$ cat config.mk
export PLATFORM = sky130hd
export DESIGN_NAME = fetch_queue
export DESIGN_NICKNAME = d
export VERILOG_FILES = /design/src/rtl/fetch_queue.sv
export SDC_FILE = /design/constraint.sdc
export NUM_CORES = 1
export LEC_CHECK = 0
export CORE_AREA = 2 2 211 213
export CTS_CLUSTER_SIZE = 10
export DETAILED_ROUTE_END_ITERATION = 8
export DIE_AREA = 0 0 213 215
export GPL_TIMING_DRIVEN = 0
export PLACE_DENSITY = 0.67
export REMOVE_ABC_BUFFERS = 1
export SKIP_CTS_REPAIR_TIMING = 1
export SYNTH_ARGS = -nofsm -noshare
export SYNTH_HDL_FRONTEND = slang
export SYNTH_SLANG_ARGS = --single-unit
$ cat constraint.sdc
create_clock -name clk -period 10 [get_ports clk]
set_clock_uncertainty 0.2 [all_clocks]
set_input_delay 1.5 -clock clk [delete_from_list [all_inputs] [get_ports clk]]
set_output_delay 1.5 -clock clk [all_outputs]
set_load 0.01 [all_outputs]
$ cat src/rtl/fetch_queue.sv
// fetch_queue: instruction-fetch front end feeding the decode pipe register.
//
// Holds the fetch PC, issues in-order word requests to instruction memory and
// buffers the returned words with their PCs in a DEPTH-entry circular queue.
// A branch redirect flushes all buffered and in-flight fetches and restarts
// fetching at the target. Responses belonging to flushed requests are counted
// in a drop counter and discarded as they return.
//
// Ports:
//   clk, reset         clock and synchronous active-low reset
//   imem_req/addr      word fetch request (addr is 4-byte aligned)
//   imem_gnt           memory accepts the request this cycle
//   imem_rvalid/rdata  in-order response from memory
//   redirect/_pc       branch taken: flush and refetch at redirect_pc
//   out_valid/instr/pc head instruction offered to decode
//   out_ready          decode consumes the head
//   occupancy          reserved slots (filled plus awaiting response)
module fetch_queue #(
    parameter int unsigned DEPTH    = 4,
    parameter logic [63:0] RESET_PC = 64'h0
) (
    input  logic                       clk,
    input  logic                       reset,
    output logic                       imem_req,
    output logic [63:0]                imem_addr,
    input  logic                       imem_gnt,
    input  logic                       imem_rvalid,
    input  logic [31:0]                imem_rdata,
    input  logic                       redirect,
    input  logic [63:0]                redirect_pc,
    output logic                       out_valid,
    output logic [31:0]                out_instr,
    output logic [63:0]                out_pc,
    input  logic                       out_ready,
    output logic [$clog2(DEPTH+1)-1:0] occupancy
);

    localparam int unsigned PtrW  = $clog2(DEPTH);
    localparam int unsigned CntW  = $clog2(DEPTH + 1);
    // Back-to-back redirects can stack up to 2*DEPTH stale responses.
    localparam int unsigned DropW = $clog2(2 * DEPTH + 1);

    logic [63:0]      fetch_pc_q;
    logic [63:0]      slot_pc_q    [DEPTH];
    logic [31:0]      slot_instr_q [DEPTH];
    logic [DEPTH-1:0] slot_filled_q;
    logic [PtrW-1:0]  head_q;
    logic [PtrW-1:0]  fill_q;
    logic [PtrW-1:0]  tail_q;
    logic [CntW-1:0]  reserved_q;
    logic [DropW-1:0] drop_q;

    logic [CntW-1:0]  filled_cnt;
    logic [CntW-1:0]  unfilled_cnt;
    logic             head_valid;
    logic             pop;
    logic             grant;
    logic             resp_keep;
    logic             resp_drop;
    logic             unused_pc_lsb;

    assign unused_pc_lsb = ^redirect_pc[1:0];

    always_comb begin
        filled_cnt = '0;
        for (int i = 0; i < int'(DEPTH); i++) begin
            filled_cnt = filled_cnt + CntW'(slot_filled_q[i]);
        end
    end

    // Reserved slots still waiting for their response.
    assign unfilled_cnt = reserved_q - filled_cnt;

    assign head_valid = slot_filled_q[head_q];
    assign pop        = reset & ~redirect & head_valid & out_ready;

    // A pop frees the head slot in time for a same-cycle grant into it.
    assign imem_req  = reset & ~redirect & ((reserved_q < CntW'(DEPTH)) | pop);
    assign imem_addr = fetch_pc_q;
    assign grant     = imem_req & imem_gnt;

    assign resp_drop = imem_rvalid & (drop_q != '0);
    // A response with nothing outstanding is ignored.
    assign resp_keep = imem_rvalid & (drop_q == '0) & (unfilled_cnt != '0);

    assign out_valid = reset & head_valid;
    assign out_instr = out_valid ? slot_instr_q[head_q] : 32'h0;
    assign out_pc    = out_valid ? slot_pc_q[head_q] : 64'h0;
    assign occupancy = reset ? reserved_q : '0;

    always_ff @(posedge clk) begin
        if (!reset) begin
            fetch_pc_q    <= RESET_PC;
            slot_filled_q <= '0;
            head_q        <= '0;
            fill_q        <= '0;
            tail_q        <= '0;
            reserved_q    <= '0;
            drop_q        <= '0;
        end else if (redirect) begin
            fetch_pc_q    <= {redirect_pc[63:2], 2'b00};
            slot_filled_q <= '0;
            head_q        <= '0;
            fill_q        <= '0;
            tail_q        <= '0;
            reserved_q    <= '0;
            // Every in-flight response becomes stale, less one arriving now.
            drop_q        <= drop_q + DropW'(unfilled_cnt) - DropW'(resp_keep | resp_drop);
        end else begin
            if (resp_keep) begin
                slot_instr_q[fill_q]  <= imem_rdata;
                slot_filled_q[fill_q] <= 1'b1;
                fill_q                <= fill_q + PtrW'(1);
            end
            if (resp_drop) begin
                drop_q <= drop_q - DropW'(1);
            end
            if (pop) begin
                slot_filled_q[head_q] <= 1'b0;
                head_q                <= head_q + PtrW'(1);
            end
            if (grant) begin
                slot_pc_q[tail_q]     <= fetch_pc_q;
                slot_filled_q[tail_q] <= 1'b0;
                tail_q                <= tail_q + PtrW'(1);
                fetch_pc_q            <= fetch_pc_q + 64'd4;
            end
            reserved_q <= reserved_q + CntW'(grant) - CntW'(pop);
        end
    end

`ifndef SYNTHESIS
    always_ff @(posedge clk) begin
        if (reset) begin
            assert (!(imem_rvalid && drop_q == '0 && unfilled_cnt == '0))
                else $error("fetch_queue: response with no outstanding request");
            assert (reserved_q <= CntW'(DEPTH))
                else $error("fetch_queue: reserved count exceeds DEPTH");
            assert (({1'b0, drop_q} + (DropW + 1)'(reserved_q)) <= (DropW + 1)'(2 * DEPTH))
                else $error("fetch_queue: drop plus reserved exceeds 2*DEPTH");
        end
    end
`endif

endmodule

==> out/summary.txt, run 1 <==
Run status: finished, final reports clean
Worst min path class: flip-flop to flip-flop
Die Wd: 213 um
Total GRT Usage: 21.7%
Residual DRC: 0
Final Cell Area: 0.0244 mm2
Clk buf depth: 3
Final setup violation count: 0
DRT Wirelength: 49,500 um
CTS tree: built
Worst reg2reg path startpoint: slot_filled_q[1]
Worst path max stage delay: 0.61 ns
Synthesized area: 0.0195 mm2
Die height: 215 um
Vias per cell: 5.69
Nets: 1,653
Root Buffer: clkbuf_16
Slew @ Worst Pin: 1.33 ns
Crit path from: redirect
DP HPWL: 31,100 um
Primary FF master, synth: edfxtp_1
Initial DRC Count: 1,053
Relative slew slack: 11.4%
Count leader, synth: edfxtp_1
Num ports: 267
Vias: 12,300
Min cycle time layout: 5.63 ns
Commonest cells post-synth: 376 x edfxtp_1, 107 x and3_1, 94 x mux4_2
Seq/Total Area, Yosys: 66.4%
Placed cell areas: 0.0229 mm2
Drt pass-1 iters: 5
Pin count of the biggest net entering global routing: 128
CP Launch Type: primary input
Port buffer count: 260
Initial antenna violation count: 4
Post-synth EDFFs: 376
Fin crit share: 56.3%
CP max-delay cell: nand2_1
Synth top area cells: edfxtp_1 58%, mux4_2 11%, dfxtp_1 8.3%
P&R area growth vs syn: 25.4%
Overall power: 4.13 mW
Critical Path Sink Type: output port
R2r setup slk: 5.05 ns
# Max-Cap Violations: 0
Place WS: 4.35 ns
Slew Limit Fails: 0
Critical path, cell by cell: buf_2 -> buf_12 -> inv_4 -> nand2_1 -> a21oi_1 -> clkdlybuf4s50_1
Synthesized netlist cell count: 1,275
R2r endpoint: drop_q[3]
Yosys reg bits: 457
CP bufs+invs: 4
Fin Setup TNS: 0 ns
Number of buffers created by CTS: 52
Core Region: 0.0436 mm2
Endpoints failing hold: 0
Post-synth top area cell: edfxtp_1
Total die area: 0.0458 mm2
Initial core utilization: 44.6%
CP Data Arrival Time: 3.93 ns
Critical path class: primary input to output port
Sink Count: 457
Post-route ant nets: 0
Crit path to: imem_req
Worst-path clk slew: 0.06 ns
Hold_ws: 0.294 ns
Drt wl/cell: 23.0 um
Reg2reg path depth: 16
Crit path depth: 6
Synth warn: 0
Syn Area/Cell: 15.3 um2
Max Fclk: 0.178 GHz
Worst ir drop on vdd: 0.118 mV
Top cell family by delay on the critical path: buffers and inverters
Setup ws final: 4.37 ns
CTS H-tree lvls: 2
RSZ-0062 raised after global routing: false
Post-synth top area share: 58.0%
Fraction of registers with async set/reset: 0%
First-pass GRT wire length: 74,900 um
Clock latency at the later pin of the worst-skew pair: 0.57 ns
PwrDens: 169 mW/mm2
Routability cong.: 0.780
Final Core Density: 55.9%
Grt ovf: 0
Layout cell share with drive strength beyond 1: 12.5%
WP data required: 8.30 ns
Worst Path Max Fanout: 42
FP Rows: 77
Non-filler cells, final: 2,155
Vias in the first global route: 12,300
Yosys cell types: 61
Leak: 7.95 nW
Inst Count DP: 2,059
cell type report:
| class | instances | area (um2) |
|---|---|---|
| well taps | 592 | 741 |
| inverters | 31 | 119 |
| diodes | 2 | 5.00 |
| clock buffers | 94 | 1510 |
| flip-flops and latches | 457 | 12900 |
| fillers | 3561 | 19200 |
| multi-input cells | 705 | 6140 |
| repair buffers | 274 | 2960 |
registers in the layout, indices dropped and copies added (netlist names), named ones only:
register	flops
slot_pc_q	248
slot_instr_q	128
imem_addr	62
drop_q	4
slot_filled_q	4
reserved_q	3
fill_q	2
head_q	2
tail_q	2
layer usage:
layer,vias to the layer above,share of wire (%),wire length (um),track usage [%]
li1,5542,-,-,-
met1,6169,42,20800,29.5
met2,463,47,23400,34.6
met3,78,8.7,4310,6.36
met4,6,1.9,949,4.73
met5,-,0.073,36,0
layout by cell type, fill, tap and decap left out, drive strengths merged, types with 10 or more instances in the layout:
master,Yosys,routed
edfxtp,376,376
clkdlybuf4s50,0,258
and3,107,107
mux4,94,94
clkbuf,71,94
dfxtp,81,81
nand2,59,59
o21ai,59,59
nor2,44,44
a21oi,33,33
nand3,32,32
inv,31,31
nand4,26,26
nor4,26,26
ha,23,23
xnor2,22,22
nor3,22,22
buf,14,16
or4,14,14
a31oi,13,13
o31ai,12,12
xor2,11,11
nor4b,10,10
worst reg2reg max path, stage by stage, from the launching register on:
cell and delay [ns]:
dfxtp_1 0.34, fa_1 0.51, fa_1 0.40, inv_1 0.07, fa_1 0.43, fa_1 0.41, xor2_1 0.19, a31oi_1 0.75
or2_2 0.25, ha_1 0.19, inv_1 0.06, ha_1 0.26, a21o_1 0.15, a21oi_1 0.16, xnor2_1 0.08, a22oi_1 0.23
mux2i_1 0.20
power breakdown:
group | total, mW | internal [mW] | switching (mW)
Combinational | 0.270 | 0.140 | 0.129
Sequential | 2.15 | 2.10 | 0.0552
Clock | 1.71 | 1.01 | 0.702
Total | 4.13 | 3.24 | 0.887
cell families (layout without fill, tap and decap cells):
| kind of cell | after synthesis | after routing | synth area share [%] |
|---|---|---|---|
| DFF | 457 | 457 | 66.4 |
| other | 1 | 6 | 0.0193 |
| and+or+nand+nor | 379 | 379 | 11.2 |
| AOI/OAI and AO/OA | 160 | 160 | 5.24 |
| muxes | 99 | 99 | 11.1 |
| xor gates and xnor gates | 33 | 33 | 1.49 |
| buffers and inverters | 116 | 399 | 2.37 |
| adders and majority gates | 30 | 30 | 2.20 |
worst min-delay path by stage:
stage	startpoint	end	cells past startpoint
2_1_floorplan	drop_q[3]	drop_q[3]	2
3_3_place_gp	drop_q[3]	drop_q[3]	2
3_5_place_dp	drop_q[3]	drop_q[3]	2
4_1_cts	drop_q[3]	drop_q[3]	2
5_1_grt	tail_q[0]	tail_q[0]	2
6_report	drop_q[3]	drop_q[3]	2
(Power assumes the default switching activity.)
==> run 2: changes to the inputs <==
- clock period: 10 -> 5.8 ns (I/O delays scaled with it)
==> results of run 2 <==
The final DEF is identical to that of run 1. Status: finished, final reports clean.
Main changes from that run: setup slack after placement 4.35 ns -> 0.835 ns; setup slack after layout 4.37 ns -> 0.851 ns; start point of the critical path redirect -> slot_filled_q[1]; end point of the critical path imem_req -> drop_q[3]; register-to-register setup slack 5.05 ns -> 0.85 ns; total power 4.13 mW -> 7.12 mW; worst IR drop on VDD 0.118 mV -> 0.203 mV
==> run 3: changes to the inputs <==
- CTS_BUF_LIST: unset -> sky130_fd_sc_hd__clkbuf_4 sky130_fd_sc_hd__clkbuf_8
==> run 3 against run 2 <==
Effect of this change:
- fmax rose by 0.37%
- hold slack barely moved
- critical path type unchanged
- first-iteration DRC count unchanged
- cell count rose by 2.0%
==> out/summary.txt, run 3 (synthesized netlist as in run 1, its figures left out) <==
Run status: finished, final reports clean
Post-route ant nets: 0 (unchanged)
Most frequent cells in the layout: 376 x edfxtp_1, 258 x clkdlybuf4s50_1, 99 x and3_1
Sink Count: 457 (unchanged)
Residual DRC: 0 (unchanged)
Largest register by flop count: slot_pc_q
Slew @ Worst Pin: 1.35 ns (+0.0264 ns)
WP data required: 6.14 ns
Critical Path Sink Type: flip-flop
Slew Limit Fails: 0 (unchanged)
Placed cell areas: 0.0229 mm2 (unchanged)
Initial core utilization: 44.6% (unchanged)
Vias in the first global route: 12,500 (+1.7%)
CP Launch Type: flip-flop
Worst ir drop on vdd: 0.169 mV
First-pass GRT wire length: 74,700 um (-0.23%)
Drt pass-1 iters: 5 (unchanged)
CP bufs+invs: 2
Clock latency at the later pin of the worst-skew pair: 0.63 ns (+0.06 ns)
Root Buffer: clkbuf_8
Overall power: 6.90 mW
Layout cell share with drive strength beyond 1: 16.0% (+3.5 points)
CP max-delay cell: a31oi_1
Critical path class: flip-flop to flip-flop
Max reg flops: 248 (unchanged)
Most common cell after layout, fill and taps aside: edfxtp_1
FP Rows: 77 (unchanged)
Initial DRC Count: 1,053 (unchanged)
Initial antenna violation count: 4 (unchanged)
P&R area growth vs syn: 25.1%
Core Region: 0.0436 mm2 (unchanged)
# Max-Cap Violations: 0 (unchanged)
CP Data Arrival Time: 5.27 ns
Inst Count DP: 2,059 (unchanged)
Port buffer count: 260 (unchanged)
Most used cell along the critical path: fa_1
Nets: 1,679 (+1.6%)
Vias: 12,400 (+1.0%)
Total die area: 0.0458 mm2 (unchanged)
DRT Wirelength: 49,700 um (+0.39%)
Fin Setup TNS: 0 ns (unchanged)
Final Cell Area: 0.0243 mm2 (-0.22%)
Die height: 215 um (unchanged)
Endpoints failing hold: 0 (unchanged)
Clk buf depth: 3 (unchanged)
CTS tree: built
Worst Path Max Fanout: 12
Min cycle time layout: 4.93 ns
DP HPWL: 31,100 um (unchanged)
Fin crit share: 85.0%
Routability cong.: 0.780 (unchanged)
Pin count of the biggest net entering global routing: 128 (unchanged)
Worst path max stage delay: 0.74 ns
Num ports: 267 (unchanged)
Total GRT Usage: 21.7% (about the same)
Top cell family by delay on the critical path: adder cells
Grt ovf: 0 (unchanged)
Die Wd: 213 um (unchanged)
Drt wl/cell: 22.6 um (-1.6%)
Relative slew slack: 9.62% (-1.8 points)
Max Fclk: 0.203 GHz
FILL cells: 3,572 (+0.31%)
PwrDens: 283 mW/mm2
CTS H-tree lvls: 3 (+1)
Register area: 0.0129 mm2 (unchanged)
Non-filler cells, final: 2,199 (+2.0%)
Worst min path class: flip-flop to flip-flop
Vias per cell: 5.63 (-1.0%)
Critical path, cell by cell: fa_1 -> fa_1 -> inv_1 -> fa_1 -> fa_1 -> xor2_1 -> a31oi_1 -> or2_2 -> ha_1 -> inv_1 -> ha_1 -> a21o_1 -> a21oi_1 -> xnor2_1 -> a22oi_1 -> mux2i_1
Number of buffers created by CTS: 78 (+50%)
RSZ-0062 raised after global routing: false
Leak: 8.00 nW (+0.60%)
Final setup violation count: 0 (unchanged)
Multi-input combinational cell area: 0.00614 mm2 (unchanged)
Worst-path clk slew: 0.06 ns (about the same)
-- run 3: per-stage QoR --
stage,hold WS [ns],utilization (%),worst slack [ns]
2_1_floorplan,0.255,-,-0.0700
3_3_place_gp,0.273,51.5,-4.66
5_1_grt,0.314,55.8,0.526
6_report,0.294,55.8,0.869
4_1_cts,0.294,55.8,0.845
3_5_place_dp,0.282,52.4,0.835
-- run 3: path summary, 6_finish.rpt --
check                        start   endpoint  slack [ns]  cells after the start
setup reg to reg  slot_filled_q[2]  drop_q[3]        0.87                     16
setup / recovery  slot_filled_q[2]  drop_q[3]        0.87                     16
hold reg to reg          tail_q[0]  tail_q[0]        0.29                      2
hold / removal           tail_q[0]  tail_q[0]        0.29                      2
-- run 3: power breakdown --
group / leakage (nW) / internal, mW / switching, mW
registers: 4.06 / 3.62 / 0.0954
logic: 3.17 / 0.242 / 0.223
clock network: 0.767 / 1.48 / 1.24
total: 8.00 / 5.34 / 1.56
-- run 3: layout make-up --
type,count,share of cell area [%]
flip-flops and latches,457,53.1
multi-input cells,705,25.2
repair buffers,274,12.2
clock buffers,111,5.48
well taps,592,3.04
clock inverters,27,0.509
inverters,31,0.488
diodes,2,0.0206
-- run 3: layer usage --
layer	vias to the layer above	global-route usage, %	part of all wire (%)
li1	5599	-	-
met1	6230	29.3	42
met2	473	34.2	47
met3	75	6.02	8.9
met4	6	6.46	1.9
met5	-	0	0.080
-- run 3: tightest hold or removal path, stage by stage (launching register included) --
cell     delay [ns]
dfxtp_1        0.33
nand2_1        0.06
a21oi_1        0.05
